### src/rtl/msk_demod.sv
// Coherent MSK demodulator: NCO mixing, staggered I/Q integrate-and-dump, sign slicing and
// serialisation of the decisions as I, Q, I, Q ...
module msk_demod #(
    parameter int unsigned SPB       = 50,
    parameter logic [31:0] PHASE_INC = 32'h4000_0000,
    parameter int unsigned ACC_W     = 24
) (
    input  logic               clk_100MHz,
    input  logic               reset,
    input  logic               sync,
    input  logic signed [32:0] msk_in,
    output logic               bit_out,
    output logic               bit_valid,
    output logic               b_i,
    output logic               b_q
);

    localparam int unsigned WIN = 2 * SPB;
    localparam int unsigned CW  = $clog2(WIN);

    // Quarter-wave table of round(32767 * sin(2*pi*k/64)); the full 64-entry ROM is folded onto it.
    function automatic logic signed [15:0] sine(input logic [5:0] idx);
        logic [4:0]         qi;
        logic signed [15:0] mag;
        qi = idx[4] ? (5'd16 - {1'b0, idx[3:0]}) : {1'b0, idx[3:0]};
        case (qi)
            5'd0:    mag = 16'sd0;
            5'd1:    mag = 16'sd3212;
            5'd2:    mag = 16'sd6393;
            5'd3:    mag = 16'sd9512;
            5'd4:    mag = 16'sd12539;
            5'd5:    mag = 16'sd15446;
            5'd6:    mag = 16'sd18204;
            5'd7:    mag = 16'sd20787;
            5'd8:    mag = 16'sd23170;
            5'd9:    mag = 16'sd25329;
            5'd10:   mag = 16'sd27245;
            5'd11:   mag = 16'sd28898;
            5'd12:   mag = 16'sd30273;
            5'd13:   mag = 16'sd31356;
            5'd14:   mag = 16'sd32137;
            5'd15:   mag = 16'sd32609;
            default: mag = 16'sd32767;
        endcase
        return idx[5] ? -mag : mag;
    endfunction

    logic [31:0]         phase_q, phase_cur;
    logic [5:0]          idx_sin, idx_cos;
    logic signed [15:0]  x1, cos1, sin1;
    logic                v1, v2;
    logic signed [31:0]  prod_i, prod_q;
    logic signed [15:0]  pi2, pq2;
    logic [CW-1:0]       n_q;
    logic signed [ACC_W-1:0] acc_i, acc_q, sum_i, sum_q;
    logic                q_first;
    logic                unused_bits;

    // The sample presented with sync always sees carrier phase 0.
    assign phase_cur = sync ? 32'd0 : phase_q;
    assign idx_sin   = phase_cur[31:26];
    assign idx_cos   = idx_sin + 6'd16;

    assign prod_i = x1 * cos1;
    assign prod_q = x1 * sin1;

    assign sum_i = acc_i + {{(ACC_W-16){pi2[15]}}, pi2};
    assign sum_q = acc_q + {{(ACC_W-16){pq2[15]}}, pq2};

    assign unused_bits = ^{msk_in[16:0], prod_i[31], prod_i[14:0], prod_q[31], prod_q[14:0]};

    always_ff @(posedge clk_100MHz) begin
        if (reset) begin
            phase_q   <= '0;
            x1        <= '0;
            cos1      <= '0;
            sin1      <= '0;
            v1        <= 1'b0;
            pi2       <= '0;
            pq2       <= '0;
            v2        <= 1'b0;
            n_q       <= '0;
            acc_i     <= '0;
            acc_q     <= '0;
            q_first   <= 1'b1;
            bit_out   <= 1'b0;
            bit_valid <= 1'b0;
            b_i       <= 1'b0;
            b_q       <= 1'b0;
        end else begin
            phase_q   <= phase_cur + PHASE_INC;
            x1        <= msk_in[32:17];
            cos1      <= sine(idx_cos);
            sin1      <= sine(idx_sin);
            v1        <= 1'b1;
            pi2       <= prod_i[30:15];
            pq2       <= prod_q[30:15];
            // The sample already in S1 belongs to the abandoned window.
            v2        <= v1 & ~sync;
            bit_valid <= 1'b0;
            if (sync) begin
                n_q     <= '0;
                acc_i   <= '0;
                acc_q   <= '0;
                q_first <= 1'b1;
            end else if (v2) begin
                n_q <= (n_q == CW'(WIN - 1)) ? '0 : n_q + CW'(1);
                if (n_q == CW'(WIN - 1)) begin
                    b_i       <= ~sum_i[ACC_W-1];
                    bit_out   <= ~sum_i[ACC_W-1];
                    bit_valid <= 1'b1;
                    acc_i     <= '0;
                end else begin
                    acc_i <= sum_i;
                end
                if (n_q == CW'(SPB - 1)) begin
                    acc_q <= '0;
                    if (q_first) begin
                        q_first <= 1'b0;
                    end else begin
                        b_q       <= ~sum_q[ACC_W-1];
                        bit_out   <= ~sum_q[ACC_W-1];
                        bit_valid <= 1'b1;
                    end
                end else begin
                    acc_q <= sum_q;
                end
            end
        end
    end

endmodule

### config.mk
export PLATFORM = sky130hd
export DESIGN_NAME = msk_demod
export DESIGN_NICKNAME = d
export VERILOG_FILES = /design/src/rtl/msk_demod.sv
export SDC_FILE = /design/constraint.sdc
export NUM_CORES = 2
export LEC_CHECK = 0
export CAP_MARGIN = 25
export CORE_MARGIN = 1
export CORE_UTILIZATION = 35
export DETAILED_ROUTE_END_ITERATION = 16
export PLACE_DENSITY = 0.49
export SLEW_MARGIN = 0
export SYNTH_ARGS = -nofsm -noshare
export SYNTH_HDL_FRONTEND = slang
export SYNTH_SLANG_ARGS = --single-unit
### constraint.sdc
create_clock -name clk_100MHz -period 9.25 [get_ports clk_100MHz]
set_input_delay 1.85 -clock clk_100MHz [delete_from_list [all_inputs] [get_ports clk_100MHz]]
set_output_delay 1.85 -clock clk_100MHz [all_outputs]
set_load 0.005 [all_outputs]
* Word level (Yosys, flattened, before mapping) *
Memories as Yosys holds them, arrays and structs flattened.
Index checks and enable logic that the tools add are counted.

storage, ports and cells
  word-level logic and storage cells = 62
  memories = 2
  bits of input ports = 36
  bits in registers = 174
  bits in read-only memories = 480

operators by class
  multiplexer cells = 19
  reductions and logical operators = 6
  equality and inequality tests = 2
  add/sub/neg operators = 9
  multiply operators = 2
  bitwise logic cells = 6

memory list
  memory           words  width  rd ports  clocked after memory_dff  wr ports  RTL line  source
  (no name shown)  16     15     1         0                         0         26        case (qi)
  (no name shown)  16     15     1         0                         0         26

operators with widths
  kind                    number
  $mux 16                 6
  $mul 16x16->31          2
  $add 24x24->24          2
  $mux 24                 2
  $add 32x31->32 const B  1
  $mux 32                 1
  $neg 16->16             2
  $mux 5                  2
  $sub 5x4->5 const A     2
  $add 7x1->7 const B     1
  $eq 7x6->1 const B      1
  $eq 7x7->1 const B      1
  $mux 1                  7
  $mux 7                  1
  $add 6x5->6 const B     1
  $not 1->1               5
  $reduce_and 2->1        2
  $reduce_and 4->1        1
  $reduce_and 3->1        1
  $reduce_or 3->1         1
  $reduce_or 2->1         1
  $and 1x1->1             1

* Longest topological paths before layout *
An unclocked memory read counts as a cell.

  word-level depth = 9
  depth in mapped cells = 26

* Worst setup path before layout *
OpenSTA, ideal clock, no wires.

  path kind = register to register
  from = register x1[15]
  to = register pq2[14]
  path slack = 3228 ps
  arrival = 5903 ps
  setup time = 120 ps
  cell stages (with the launch flop) = 23
  period minus slack after synthesis = 6022 ps
  path through = dfxtp_1 clkbuf_1 clkbuf_1 nand2_1 inv_1 fa_1 inv_1 fa_1 fa_1 fa_1 fa_1 fa_1 inv_1 ha_1 inv_1 o21ai_0 a2111o_1 a22oi_1 a221o_1 a21oi_1 nor3_1 nor4b_1 a211o_1

between the ends
  cells in the longest elaborated chain, start to end = 1

RTL lines
  item                    RTL line  source
  from (decl)             50        logic signed [15:0] x1, cos1, sin1;
  from (signal assigned)  92        x1 <= msk_in[32:17];
  $mul 16x16->31          65        assign prod_q = x1 * sin1;
  to (signal assigned)    97        pq2 <= prod_q[30:15];
  to (decl)               53        logic signed [15:0] pi2, pq2;

Every way passes these cells.
A chain may end at the register's enable or synchronous reset.

* Final worst setup path *
  from = register x1[15]
  to = register pi2[15]

between the ends
  cells in the longest elaborated chain, start to end = 1

RTL lines
  item                  RTL line  source
  $mul 16x16->31        64        assign prod_i = x1 * cos1;
  to (signal assigned)  96        pi2 <= prod_i[30:15];
  to (decl)             53

Every way passes these cells.

==> results.sh <==
export IMPL_cts_tree="built"
export IMPL_cp_slowest_cell="dfxtp_1"
export IMPL_cp_start_kind="flip-flop"
export IMPL_crit_top_cell="fa_1"
export IMPL_seqCellArea_um2=2969
export IMPL_path_class="flip-flop to flip-flop"
export IMPL_initial_utilization_pct=35.59
export IMPL_cts_hold_buf=0
export IMPL_io_buffers=22
export IMPL_drt_total_wl_um=68360
export IMPL_hold_viol=0
export IMPL_worst_slew_pin_slew_ps=1033
export IMPL_routed_via_density=4.944
export IMPL_cts_clk_slew_worst_paths_ps=70
export IMPL_required_ps=9630
export IMPL_clk_insertion_delay_late_ps=500
export IMPL_p_leak_uw=0.01373
export IMPL_ys_flop_type="dfxtp_1"
export IMPL_cp_arrival_ps=7550
export IMPL_gr_total_overflow=0
export IMPL_io_pins=40
export IMPL_clockBufferDepth=2
export IMPL_htreeDepth=4
export IMPL_final_setup_tns_ps=0
export IMPL_ys_seq_elements=148
export IMPL_powerDensity_nw_per_um2=136.9
export IMPL_top_layer_used="met4"
export IMPL_ys_seq_area_share_pct=10.91
export IMPL_holdCritPathClass="flip-flop to flip-flop"
export IMPL_yosysUniqueCellTypes=95
export IMPL_fin_area_um2=28850
export IMPL_cts_buffers_inserted=17
export IMPL_met3_wirelength_um=2451
export IMPL_met1_length_um=32260
export IMPL_finalCritPeriodShare_pct=77.44
export IMPL_wl_met2_um=32190
export IMPL_syn_nets=3828
export IMPL_syn_area_um2=27160
export IMPL_fin_crit_ps=7163
export IMPL_path_cells="buf_4 > nand2_1 > inv_1 > fa_1 > inv_1 > fa_1 > fa_1 > inv_1 > fa_1 > fa_1 > inv_1 > fa_1 > inv_1 > ha_1 > nand3_1 > nor3_1 > and4_1 > a21oi_1 > o21ai_0 > a21oi_1 > a211o_1"
export IMPL_antenna_cells=0
export IMPL_place_inst=4005
export IMPL_drt_drc_violations_left=0
export IMPL_die_area_um2=78730
export IMPL_worst_path_buf_inv=6
export IMPL_synthToLayoutAreaGrowth_pct=6.200
export IMPL_async_flop_share_pct=0
export IMPL_yosys_warnings=0
export IMPL_grt_usage_pct=18.78
export IMPL_worstPathMaxFanout=21
export IMPL_die_w_um=280.6
export IMPL_clockRootBuffer="clkbuf_16"
export IMPL_fp_row_count=101
export IMPL_synth_enable_flop_cells=0
export IMPL_grt_pass1_wl_um=115700
export IMPL_hpwl_um=53460
export IMPL_cp_end_kind="flip-flop"
export IMPL_wl_per_cell_um=16.94
export IMPL_firstDrtPassIters=5
export IMPL_postCtsSetupBuffers=0
export IMPL_multi_input_area_um2=21380
export IMPL_cts_sinks=148
export IMPL_dpl_cell_area_um2=28310
export IMPL_gp_congestion=0.8312
export IMPL_fmax_ghz=0.1396
export IMPL_final_cells=4036
export IMPL_antenna_found_initial=2
export IMPL_setup_viol=0
export IMPL_grt_pass1_vias=21680
export IMPL_drive_gt1_share_pct=3.726
export IMPL_maxCapViolCount=0
export IMPL_critPathMaxStageDelay_ps=990
export IMPL_crit_family="adder cells"
export IMPL_fillers=7905
export IMPL_die_h_um=280.6
export IMPL_syn_inst=3061
export IMPL_core_area_um2=76330
export IMPL_relSlewSlack_pct=31.05
export IMPL_final_nets=3761
export IMPL_vias=19960
export IMPL_status="complete, no violations"
export IMPL_drt_iter0_drc=1046
export IMPL_finClkSkew_ps=20.51
export IMPL_peakVddDrop_mv=0.1439
export IMPL_slew_violations=0
export IMPL_grt_setup_unrepaired="false"
export IMPL_synth_area_per_cell_um2=8.874
export IMPL_grt_max_degree=65
export IMPL_cts_resized_gates=0
export IMPL_ant_nets=0
Yosys cell counts, types with 6 or more instances:
cell type	number	area (um2)
inv_1	601	2256
fa_1	512	10250
nand2_1	336	1261
and2_1	248	1551
ha_1	219	2740
nor2_1	160	600.6
dfxtp_1	148	2963
clkbuf_1	116	435.4
a21oi_1	85	425.4
xnor2_1	80	700.7
o21ai_0	70	350.3
nand3_1	42	210.2
xor2_1	42	367.9
nor3_1	33	165.2
nor2b_1	30	187.7
a21o_1	27	202.7
nand2b_1	26	162.7
a22oi_1	25	187.7
a211oi_1	17	127.6
a31oi_1	17	106.4
nand4_1	17	106.4
and3_1	11	68.82
o211ai_1	10	75.07
o31ai_1	10	75.07
o21a_1	9	67.56
or2_2	9	56.30
or3_1	9	56.30
o21bai_1	8	60.06
buf_2	7	35.03
mux2i_1	7	70.07
and4_1	6	52.55
nor4_1	6	37.54
cells by family (layout without fill, tap and decap cells):
kind of cell             Yosys count  after routing  share of synthesized area [%]
buffers and inverters            737            682                          10.40
flip-flops                       148            148                          10.91
adder cells (fa/ha/maj)          731            731                          47.82
AND/OR/NAND/NOR                  968            968                          17.89
XOR/XNOR                         123            123                          3.994
multiplexers                      11             11                         0.4652
AO/OA/AOI/OAI                    343            343                          8.526
path summary, 6_finish.rpt:
check	endpoint	cells past startpoint	slack [ps]	from
worst max-delay path	pi2[15]	21	2090	x1[15]
worst min-delay path	v2	1	430	v1
worst min register to register	v2	1	430	v1
worst max register to register	pi2[15]	21	2090	x1[15]
final cells by class:
cell class	instances	area share, %
clock buffer	19	1.535
clock inverter	12	0.3383
inverter	604	7.859
multi-input combinational	2176	74.10
sequential	148	10.29
tap	1030	4.468
timing repair buffer	47	1.405
layer usage:
layer,up-vias,track usage [%]
li1,9313,-
met1,10250,25.81
met2,316,30.82
met3,78,2.531
met4,0,5.142
met5,-,0
layout by cell type (no fill, tap or decap), types with 5 or more instances in the layout:
master and count:
nand2_1 336, buf_4 26, clkbuf_16 17, nand4_1 17, nand2b_1 26, and2_1 248
and3_1 11, dfxtp_2 5, nor2b_1 30, or3_1 9, or2_2 9, and4_1 6
nor2_1 160, a21o_1 27, a22oi_1 25, xnor2_1 80, o21bai_1 8, nor3_1 33
nand3_1 42, o31ai_1 10, a211oi_1 17, a31oi_1 17, o21ai_1 5, dfxtp_1 143
nor4_1 6, fa_1 512, o211ai_1 10, ha_1 219, o21ai_0 70, a31o_2 5
inv_1 601, clkdlybuf4s50_1 21, mux2i_1 7, o21a_1 9, xor2_1 42, a21oi_1 85
registers in the layout (all words and copies together) (netlist names), 6 cells and up:
signal / count
acc_i: 24
pi2: 16
cos1: 16
pq2: 16
n_q: 7
acc_q: 24
x1: 16
phase_q: 6
sin1: 16
power by group:
part,leakage (uW),internal [uW],switching [uW]
clock,0.000263,353,337
sequential,0.00121,717,125
combinational,0.0122,1050,1370
total,0.0137,2120,1830
per-stage QoR:
stage / setup slack [ps] / hold WS [ps] / total power (uW) / util (%)
floorplan: 3228 / 405.7 / 2728 / -
global route: 1727 / 449.2 / 4440 / 37.79
global placement: 2209 / 411.8 / 3257 / 37.08
finish: 2087 / 426.5 / 3949 / 37.79
detailed placement: 2093 / 413.8 / 3291 / 37.08
CTS: 2080 / 428.3 / 4030 / 37.79
Note: power is estimated with default switching activity, not from simulation.
